--- config.mk ---
export PLATFORM = sky130hd
export DESIGN_NAME = layer_sched_flat
export DESIGN_NICKNAME = d
export VERILOG_FILES = /design/src/rtl/layer_pkg.sv /design/src/rtl/layer_sched_if.sv /design/src/rtl/sched_timer.sv /design/src/rtl/layer_sched.sv /design/src/flat_wrapper.sv
export SDC_FILE = /design/constraint.sdc
export NUM_CORES = 1
export LEC_CHECK = 0
export ABC_AREA = 0
export BUFFER_PORTS_ARGS = -buffer_cell sky130_fd_sc_hd__buf_2
export CORE_ASPECT_RATIO = 0.6
export CORE_UTILIZATION = 55
export DETAILED_ROUTE_END_ITERATION = 7
export HOLD_SLACK_MARGIN = 0.08
export PLACE_DENSITY = 0.71
export SKIP_LAST_GASP = 1
export SLEW_MARGIN = 20
export SYNTH_ARGS = -nofsm -noshare
export SYNTH_HDL_FRONTEND = slang
export SYNTH_SLANG_ARGS = --single-unit
--- constraint.sdc ---
create_clock -name clk_in -period 6.15 [get_ports clk_in]
set_input_delay 1.23 -clock clk_in [delete_from_list [all_inputs] [get_ports clk_in]]
set_output_delay 1.23 -clock clk_in [all_outputs]
set_load 0.02 [all_outputs]
--- src/rtl/layer_pkg.sv ---
// ---------------------------------------------------------------------------
// layer_pkg
// Shared types and constants for the layer output scheduler.
//   state_t        : scheduler FSM states
//   NUM_LAYERS_DEF : default number of output channels
//   BUSY_GUARD     : cycles after WAIT_BUSY entry during which busy is ignored
//   OVERRUN_W      : width of the saturating overrun counter
// ---------------------------------------------------------------------------
package layer_pkg;

    typedef enum logic [1:0] {
        IDLE      = 2'd0,
        STAGGER   = 2'd1,
        WAIT_BUSY = 2'd2,
        HOLDOFF   = 2'd3
    } state_t;

    localparam int unsigned NUM_LAYERS_DEF = 8;
    localparam int unsigned BUSY_GUARD     = 2;
    localparam int unsigned OVERRUN_W      = 8;

endpackage

--- src/rtl/layer_sched_if.sv ---
// ---------------------------------------------------------------------------
// layer_sched_if
// Handshake bundle between layer_ctl / layer_out channels and layer_sched.
//   frame_rdy_in    : one-cycle frame-complete pulse from layer_ctl
//   auto_en_in      : auto-refresh enable
//   layer_busy_in   : per-channel transmitting level
//   start_out       : one-cycle start pulse per channel
//   sched_busy_out  : scheduler not idle
//   auto_frame_out  : current frame was started by auto-refresh
//   timeout_out     : one-cycle busy-timeout pulse
//   overrun_cnt_out : saturating count of coalesced host frames
// Modports: slave = scheduler side, master = host/channel side.
// ---------------------------------------------------------------------------
interface layer_sched_if
    import layer_pkg::*;
#(
    parameter int unsigned NUM_LAYERS = NUM_LAYERS_DEF
);

    logic                  frame_rdy_in;
    logic                  auto_en_in;
    logic [NUM_LAYERS-1:0] layer_busy_in;
    logic [NUM_LAYERS-1:0] start_out;
    logic                  sched_busy_out;
    logic                  auto_frame_out;
    logic                  timeout_out;
    logic [OVERRUN_W-1:0]  overrun_cnt_out;

    modport slave (
        input  frame_rdy_in,
        input  auto_en_in,
        input  layer_busy_in,
        output start_out,
        output sched_busy_out,
        output auto_frame_out,
        output timeout_out,
        output overrun_cnt_out
    );

    modport master (
        output frame_rdy_in,
        output auto_en_in,
        output layer_busy_in,
        input  start_out,
        input  sched_busy_out,
        input  auto_frame_out,
        input  timeout_out,
        input  overrun_cnt_out
    );

endinterface

--- src/rtl/sched_timer.sv ---
// ---------------------------------------------------------------------------
// sched_timer
// CNT_W-bit up-counter with synchronous clear, count enable and a terminal
// compare against TERM.
//   clk_in  : clock
//   rst_in  : asynchronous active-high reset (count -> 0)
//   clr_in  : synchronous clear, has priority over en_in
//   en_in   : count enable
//   hit_out : count == TERM
// ---------------------------------------------------------------------------
module sched_timer #(
    parameter int unsigned CNT_W = 24,
    parameter int unsigned TERM  = 0
) (
    input  logic clk_in,
    input  logic rst_in,
    input  logic clr_in,
    input  logic en_in,
    output logic hit_out
);

    logic [CNT_W-1:0] cnt_d;
    logic [CNT_W-1:0] cnt_q;

    always_comb begin
        cnt_d = cnt_q;
        if (clr_in) begin
            cnt_d = '0;
        end else if (en_in) begin
            cnt_d = cnt_q + CNT_W'(1);
        end
    end

    always_ff @(posedge clk_in or posedge rst_in) begin
        if (rst_in) begin
            cnt_q <= '0;
        end else begin
            cnt_q <= cnt_d;
        end
    end

    assign hit_out = (cnt_q == CNT_W'(TERM));

endmodule

--- src/rtl/layer_sched.sv ---
// ---------------------------------------------------------------------------
// layer_sched
// Frame output scheduler. Each host frame (or auto-refresh timeout) starts
// the channels one at a time, STAGGER_CYCLES apart, waits for all channels
// to go idle (bounded by BUSY_TIMEOUT) and enforces MIN_PERIOD between frame
// starts. Host frames arriving mid-frame coalesce into one pending request;
// further ones are counted as overruns.
//   clk_in : system clock
//   rst_in : asynchronous active-high reset
//   bus    : layer_sched_if.slave (frame_rdy/auto_en/layer_busy in;
//            start/sched_busy/auto_frame/timeout/overrun_cnt out)
// All outputs come from registers or registered state only.
// ---------------------------------------------------------------------------
module layer_sched
    import layer_pkg::*;
#(
    parameter int unsigned NUM_LAYERS     = NUM_LAYERS_DEF,
    parameter int unsigned STAGGER_CYCLES = 64,
    parameter int unsigned MIN_PERIOD     = 24000,
    parameter int unsigned REFRESH_PERIOD = 2400000,
    parameter int unsigned BUSY_TIMEOUT   = 1200000,
    parameter int unsigned CNT_W          = 24
) (
    input  logic           clk_in,
    input  logic           rst_in,
    layer_sched_if.slave   bus
);

    localparam int unsigned IDX_W       = (NUM_LAYERS > 1) ? $clog2(NUM_LAYERS) : 1;
    localparam int unsigned GUARD_W     = $clog2(BUSY_GUARD + 1);
    localparam int unsigned STAG_TERM   = (STAGGER_CYCLES > 0) ? STAGGER_CYCLES - 1 : 0;
    localparam int unsigned PERIOD_TERM = (MIN_PERIOD > 0) ? MIN_PERIOD - 1 : 0;
    localparam int unsigned IDLE_TERM   = (REFRESH_PERIOD > 0) ? REFRESH_PERIOD - 1 : 0;
    localparam int unsigned BUSY_TERM   = (BUSY_TIMEOUT > 0) ? BUSY_TIMEOUT - 1 : 0;

    state_t               state_d, state_q;
    logic [IDX_W-1:0]     idx_d, idx_q;
    logic                 pending_d, pending_q;
    logic                 auto_d, auto_q;
    logic                 timeout_d, timeout_q;
    logic                 slot_first_d, slot_first_q;
    logic [OVERRUN_W-1:0] overrun_d, overrun_q;

    logic idle_hit;
    logic stag_hit;
    logic period_hit;
    logic busy_hit;
    logic guard_hit;
    logic [NUM_LAYERS-1:0] start;

    // ------------------------------------------------------------------
    // Timers
    // ------------------------------------------------------------------
    sched_timer #(.CNT_W(CNT_W), .TERM(IDLE_TERM)) u_idle_tmr (
        .clk_in  (clk_in),
        .rst_in  (rst_in),
        .clr_in  ((state_q != IDLE) || !bus.auto_en_in),
        .en_in   (1'b1),
        .hit_out (idle_hit)
    );

    sched_timer #(.CNT_W(CNT_W), .TERM(STAG_TERM)) u_stag_tmr (
        .clk_in  (clk_in),
        .rst_in  (rst_in),
        .clr_in  ((state_q != STAGGER) || stag_hit),
        .en_in   (state_q == STAGGER),
        .hit_out (stag_hit)
    );

    // Period timer parks on its terminal value, so hit_out reads as
    // "period >= MIN_PERIOD-1" for the rest of the frame.
    sched_timer #(.CNT_W(CNT_W), .TERM(PERIOD_TERM)) u_period_tmr (
        .clk_in  (clk_in),
        .rst_in  (rst_in),
        .clr_in  (state_q == IDLE),
        .en_in   ((state_q != IDLE) && !period_hit),
        .hit_out (period_hit)
    );

    sched_timer #(.CNT_W(CNT_W), .TERM(BUSY_TERM)) u_busy_tmr (
        .clk_in  (clk_in),
        .rst_in  (rst_in),
        .clr_in  (state_q != WAIT_BUSY),
        .en_in   (state_q == WAIT_BUSY),
        .hit_out (busy_hit)
    );

    // Start-to-busy latency guard: parks at BUSY_GUARD once reached.
    sched_timer #(.CNT_W(GUARD_W), .TERM(BUSY_GUARD)) u_guard_tmr (
        .clk_in  (clk_in),
        .rst_in  (rst_in),
        .clr_in  (state_q != WAIT_BUSY),
        .en_in   ((state_q == WAIT_BUSY) && !guard_hit),
        .hit_out (guard_hit)
    );

    // ------------------------------------------------------------------
    // Next-state / datapath
    // ------------------------------------------------------------------
    always_comb begin
        state_d   = state_q;
        idx_d     = idx_q;
        pending_d = pending_q;
        auto_d    = auto_q;
        overrun_d = overrun_q;
        timeout_d = 1'b0;

        // A pulse on the cycle returning to IDLE still counts as in-flight.
        if ((state_q != IDLE) && bus.frame_rdy_in) begin
            if (!pending_q) begin
                pending_d = 1'b1;
            end else if (overrun_q != '1) begin
                overrun_d = overrun_q + OVERRUN_W'(1);
            end
        end

        unique case (state_q)
            IDLE: begin
                auto_d = 1'b0;
                if (bus.frame_rdy_in || pending_q) begin
                    state_d   = STAGGER;
                    idx_d     = '0;
                    pending_d = 1'b0;
                end else if (bus.auto_en_in && idle_hit) begin
                    state_d = STAGGER;
                    idx_d   = '0;
                    auto_d  = 1'b1;
                end
            end
            STAGGER: begin
                if (stag_hit) begin
                    if (idx_q == IDX_W'(NUM_LAYERS - 1)) begin
                        state_d = WAIT_BUSY;
                    end else begin
                        idx_d = idx_q + IDX_W'(1);
                    end
                end
            end
            WAIT_BUSY: begin
                if (guard_hit && (bus.layer_busy_in == '0)) begin
                    state_d = HOLDOFF;
                end else if (busy_hit) begin
                    state_d   = HOLDOFF;
                    timeout_d = 1'b1;
                end
            end
            HOLDOFF: begin
                if (period_hit) begin
                    state_d = IDLE;
                    auto_d  = 1'b0;
                end
            end
            default: state_d = IDLE;
        endcase

        // Registered "stagger count is zero" flag: set on STAGGER entry and
        // on every slot wrap that stays in STAGGER.
        slot_first_d = (state_d == STAGGER) &&
                       ((state_q != STAGGER) || stag_hit);
    end

    always_ff @(posedge clk_in or posedge rst_in) begin
        if (rst_in) begin
            state_q      <= IDLE;
            idx_q        <= '0;
            pending_q    <= 1'b0;
            auto_q       <= 1'b0;
            timeout_q    <= 1'b0;
            slot_first_q <= 1'b0;
            overrun_q    <= '0;
        end else begin
            state_q      <= state_d;
            idx_q        <= idx_d;
            pending_q    <= pending_d;
            auto_q       <= auto_d;
            timeout_q    <= timeout_d;
            slot_first_q <= slot_first_d;
            overrun_q    <= overrun_d;
        end
    end

    // ------------------------------------------------------------------
    // Outputs (decoded from registered state only)
    // ------------------------------------------------------------------
    always_comb begin
        start = '0;
        if ((state_q == STAGGER) && slot_first_q) begin
            start[idx_q] = 1'b1;
        end
    end

    assign bus.start_out       = start;
    assign bus.sched_busy_out  = (state_q != IDLE);
    assign bus.auto_frame_out  = auto_q;
    assign bus.timeout_out     = timeout_q;
    assign bus.overrun_cnt_out = overrun_q;

endmodule

--- src/flat_wrapper.sv ---
// flat-port wrapper written by rule: the top's interface ports become plain ports
module layer_sched_flat import layer_pkg::*;
#(
    parameter int unsigned NUM_LAYERS     = NUM_LAYERS_DEF,
    parameter int unsigned STAGGER_CYCLES = 64,
    parameter int unsigned MIN_PERIOD     = 24000,
    parameter int unsigned REFRESH_PERIOD = 2400000,
    parameter int unsigned BUSY_TIMEOUT   = 1200000,
    parameter int unsigned CNT_W          = 24
)
  (clk_in, rst_in, bus_frame_rdy_in, bus_auto_en_in, bus_layer_busy_in, bus_start_out, bus_sched_busy_out, bus_auto_frame_out, bus_timeout_out, bus_overrun_cnt_out);
  layer_sched_if #(.NUM_LAYERS(NUM_LAYERS)) bus_i ();
  input  logic clk_in;
  input  logic rst_in;
  input wire logic [$bits(bus_i.frame_rdy_in)-1:0] bus_frame_rdy_in;
  input wire logic [$bits(bus_i.auto_en_in)-1:0] bus_auto_en_in;
  input wire logic [$bits(bus_i.layer_busy_in)-1:0] bus_layer_busy_in;
  output wire logic [$bits(bus_i.start_out)-1:0] bus_start_out;
  output wire logic [$bits(bus_i.sched_busy_out)-1:0] bus_sched_busy_out;
  output wire logic [$bits(bus_i.auto_frame_out)-1:0] bus_auto_frame_out;
  output wire logic [$bits(bus_i.timeout_out)-1:0] bus_timeout_out;
  output wire logic [$bits(bus_i.overrun_cnt_out)-1:0] bus_overrun_cnt_out;
  assign bus_i.frame_rdy_in = bus_frame_rdy_in;
  assign bus_i.auto_en_in = bus_auto_en_in;
  assign bus_i.layer_busy_in = bus_layer_busy_in;
  assign bus_start_out = bus_i.start_out;
  assign bus_sched_busy_out = bus_i.sched_busy_out;
  assign bus_auto_frame_out = bus_i.auto_frame_out;
  assign bus_timeout_out = bus_i.timeout_out;
  assign bus_overrun_cnt_out = bus_i.overrun_cnt_out;
  layer_sched #(.NUM_LAYERS(NUM_LAYERS), .STAGGER_CYCLES(STAGGER_CYCLES), .MIN_PERIOD(MIN_PERIOD), .REFRESH_PERIOD(REFRESH_PERIOD), .BUSY_TIMEOUT(BUSY_TIMEOUT), .CNT_W(CNT_W)) u_core (.clk_in(clk_in), .rst_in(rst_in), .bus(bus_i));
endmodule
==> implementation parameters <==
Parameter                              Value

Outcome
  Status    complete, no violations

Cells and area
  Share of layout cells above drive strength 1    0.104
  Total number of nets in the final design    roughly 650
  Commonest non-fill, non-tap cells in the layout    nor2_1 (119), dfrtp_1 (115), xor2_1 (50)
  Area of the multi-input gates    approximately 2700 um2
  Area grow syn2layout    14.1%
  Most common cell after layout, fill and taps aside    nor2_1
  Final-layout fill cell count    ~810
  Diode insertion count for antenna repair    0
  Sequential cell area in the final layout    between 2000 and 3000 um2

Worst setup path
  CP arrival    between 2 and 2.5 ns
  Critical path's largest stage delay    around 0.43 ns
  Critical path required time    about 4.9 ns
  R2r worst-path depth    5
  CP Launch Type    flip-flop
  Cell at the slowest stage of the critical path    dfrtp_1
  FF-to-FF End    u_core.u_stag_tmr.cnt_q[15]
  Register-to-register path setup slack    3.63 ns
  Chain of cells forming the critical path    clkinv_1 > nor2_1 > nand3b_1 > nor3_1 > buf_2
  Critical path type    reg2out
  Worst setup EP type    output port
  Worst flop-to-flop path startpoint    u_core.u_stag_tmr.cnt_q[14]
  CP startpoint    u_core.state_q[0]
  Biggest fanout along the worst timing path    10

Timing
  RSZ-0062 raised after global routing    no
  Setup TNS    0 ns
  Hold Fails Final Rpt    0
  Headroom to the max-slew limit    0.383
  Clock skew    approximately 0.011 ns
  Final count of negative-setup-slack endpoints    0
  Post-route worst hold slack    0.487 ns
  Period minus WS final    between 3 and 4 ns
  Part of the cycle the worst path needs    0.537
  Peak Freq    0.303 GHz
  Pins over their slew limit    0
  Pin slew with the least headroom to its limit    between 0.9 and 1 ns

Routing
  Length of the first detailed-routing pass in iterations    5
  Antenna violation net count after detailed routing    0
  Via-per-instance ratio    5.74
  Vias after detailed routing    4484
  Routed length per placed instance    15.6 um
  DRC marker count from the first detailed-route iteration    264
  Total wirelength of the detailed-routed design    12200 um
  Number of DRC violations after detailed routing    0

Hold path
  Worst hold path startpoint    u_core.u_stag_tmr.cnt_q[0]
  Instance count along the most critical hold path    1
  Kind of path behind the tightest hold check    reg2reg
  Worst min-delay path endpoint    u_core.u_stag_tmr.cnt_q[0]

Synthesis
  Synth top area share    0.501
  Largest cells by area after synthesis    dfrtp_1 (50%), nor2_1 (7.8%), xor2_1 (7.6%)
  Most area-hungry cell type in the Yosys netlist    dfrtp_1
  Sequential share of the synthesized area    0.501
  Number of synthesized flops with an enable pin    0
  Instance count of the mapped netlist    598
  Primary flip-flop cell chosen by synthesis mapping    dfrtp_1
  Fraction of synthesis flops using an asynchronous set or reset pin    1.00
  Cell variety after synth    47
  Synth Net Count    approximately 620
  Synthesized area per cell    9.61 um2
  Syn Std Cell Area    approximately 5700 um2
  Number of warnings reported in the yosys synthesis log    0
  Total of flip-flops plus latches after synthesis    approximately 120

Power and ir drop
  Leakage component of the power    roughly 2.8 nW
  Max rail drop VDD    210 uV
  Total power divided by cell area    about 320 nW/um2

Clocking
  Number of H-tree levels    4
  CTS Buffer Depth    2
  Number of buffers created by CTS    17
  Clock tree from TritonCTS    built
  Total number of clock tree sinks    roughly 120
  Worst-skew pair later-pin latency    roughly 0.42 ns
  Clock-pin slew of the registers on the worst-case setup and hold paths    about 0.05 ns
  Buffers inserted by post-CTS timing repair    0
  Post-CTS Resized    0
  CTS root buf    clkbuf_16
  Cts hold-fix bufs    0

Die
  Floorplan core area    10000 um2
  Die area    10900 um2
  Ports placed on the boundary    31
  Die Y    81.2 um
  X dimension of the die    approximately 130 um
  Number of rows in the core area    28
  Initial core utilization    0.574

Global route
  Pin count of the biggest net entering global routing    between 60 and 70
  Global-route wire length before repair    roughly 21000 um
  All-layer global routing usage    0.246
  Vias in the first global route    roughly 4300
  Initial antenna violation count    0
  Overflow left after global routing    0

Placed design
  Port-buffer cells    30
  Weighted congestion reported at the end of routability-driven placement    ~0.85
  DP HPWL    approximately 8000 um

Flow run
  Maximum Capacitance Violations    0
==> cell usage after synthesis, types with 8 or more instances <==
cell type    n
nand2_1     38
and4_1      12
xor2_1      50
or3_1        8
clkbuf_1     9
nor4_1      17
dfrtp_1    115
inv_1       14
xnor2_1     40
nand4_1     27
nor2_1     119
a21oi_1     13
and3_1      12
nand3_1     37
o21ai_0      9
ha_1         8
nor3_1      16
==> how the worst max path moves through the flow <==
| stage | end | slack [ns] |
|---|---|---|
| 2_1_floorplan | u_core.bus.auto_frame_out | 1.88 |
| 3_3_place_gp | bus_start_out[4] | 3.45 |
| 3_5_place_dp | bus_start_out[4] | 3.35 |
| 4_1_cts | bus_start_out[0] | 2.85 |
| 5_1_grt | bus_start_out[4] | 2.66 |
| 6_report | bus_start_out[0] | 2.85 |
==> critical path, delay by kind of cell, from the launching register on <==
family | cells | cell delay, ns
buffers and inverters | 2 | 0.48
DFF | 1 | 0.43
and+or+nand+nor | 3 | 0.75
==> cell type report <==
type,instances,share of cell area
multi-input combinational,453,0.418
clock inverter,6,0.0122
inverter,15,0.00896
timing repair buffer,32,0.0252
sequential,115,0.439
clock buffer,25,0.0709
tap,135,0.0257
==> kinds of logic (layout without fill, tap and decap cells) <==
group | Yosys count | count (layout) | synth area share
and+or+nand+nor | 314 | 314 | 0.279
muxes | 4 | 4 | 0.00718
DFF | 115 | 115 | 0.501
buffers and inverters | 30 | 78 | 0.0218
xor gates and xnor gates | 90 | 90 | 0.137
adders and majority gates | 8 | 8 | 0.0174
AOI/OAI and AO/OA | 37 | 37 | 0.0368
==> sequential cells by signal, indices dropped and copies added, names as in the netlist <==
signal                      cells
u_core.pending_q                1
u_core.u_idle_tmr.cnt_q        24
u_core.bus.timeout_out          1
u_core.slot_first_q             1
u_core.u_stag_tmr.cnt_q        24
u_core.u_busy_tmr.cnt_q        24
u_core.u_guard_tmr.cnt_q        2
u_core.idx_q                    3
u_core.bus.overrun_cnt_out      8
u_core.bus.auto_frame_out       1
u_core.u_period_tmr.cnt_q      24
u_core.state_q                  2
==> power breakdown <==
part           leakage (nW)  total, mW  switching (mW)  internal [mW]
clock network         0.269      0.927           0.327          0.600
registers              1.56      0.938           0.102          0.836
logic                 0.961      0.246           0.139          0.107
total                  2.79       2.11           0.568           1.54
==> metrics by stage <==
stage               total power [mW]   util  cells  instance area, um2  worst slack [ns]
floorplan                       1.11      -    598                5750              1.88
global placement                1.18  0.601    750                6020              3.45
detailed placement              1.20  0.601    750                6020              3.35
CTS                             2.13  0.655    781                6560              2.85
global route                    2.21  0.655    781                6560              2.66
finish                          2.11  0.655    781                6560              2.85
==> routing by layer <==
metal	vias up	track usage	wire [um]	share of wire
met5	-	0	0	0
li1	2145	-	-	-
met3	12	0.0593	538	0.044
met1	2217	0.354	6130	0.50
met4	0	0.0932	122	0.010
met2	110	0.361	5360	0.44
No activity file was read; power rests on OpenSTA's default activity.
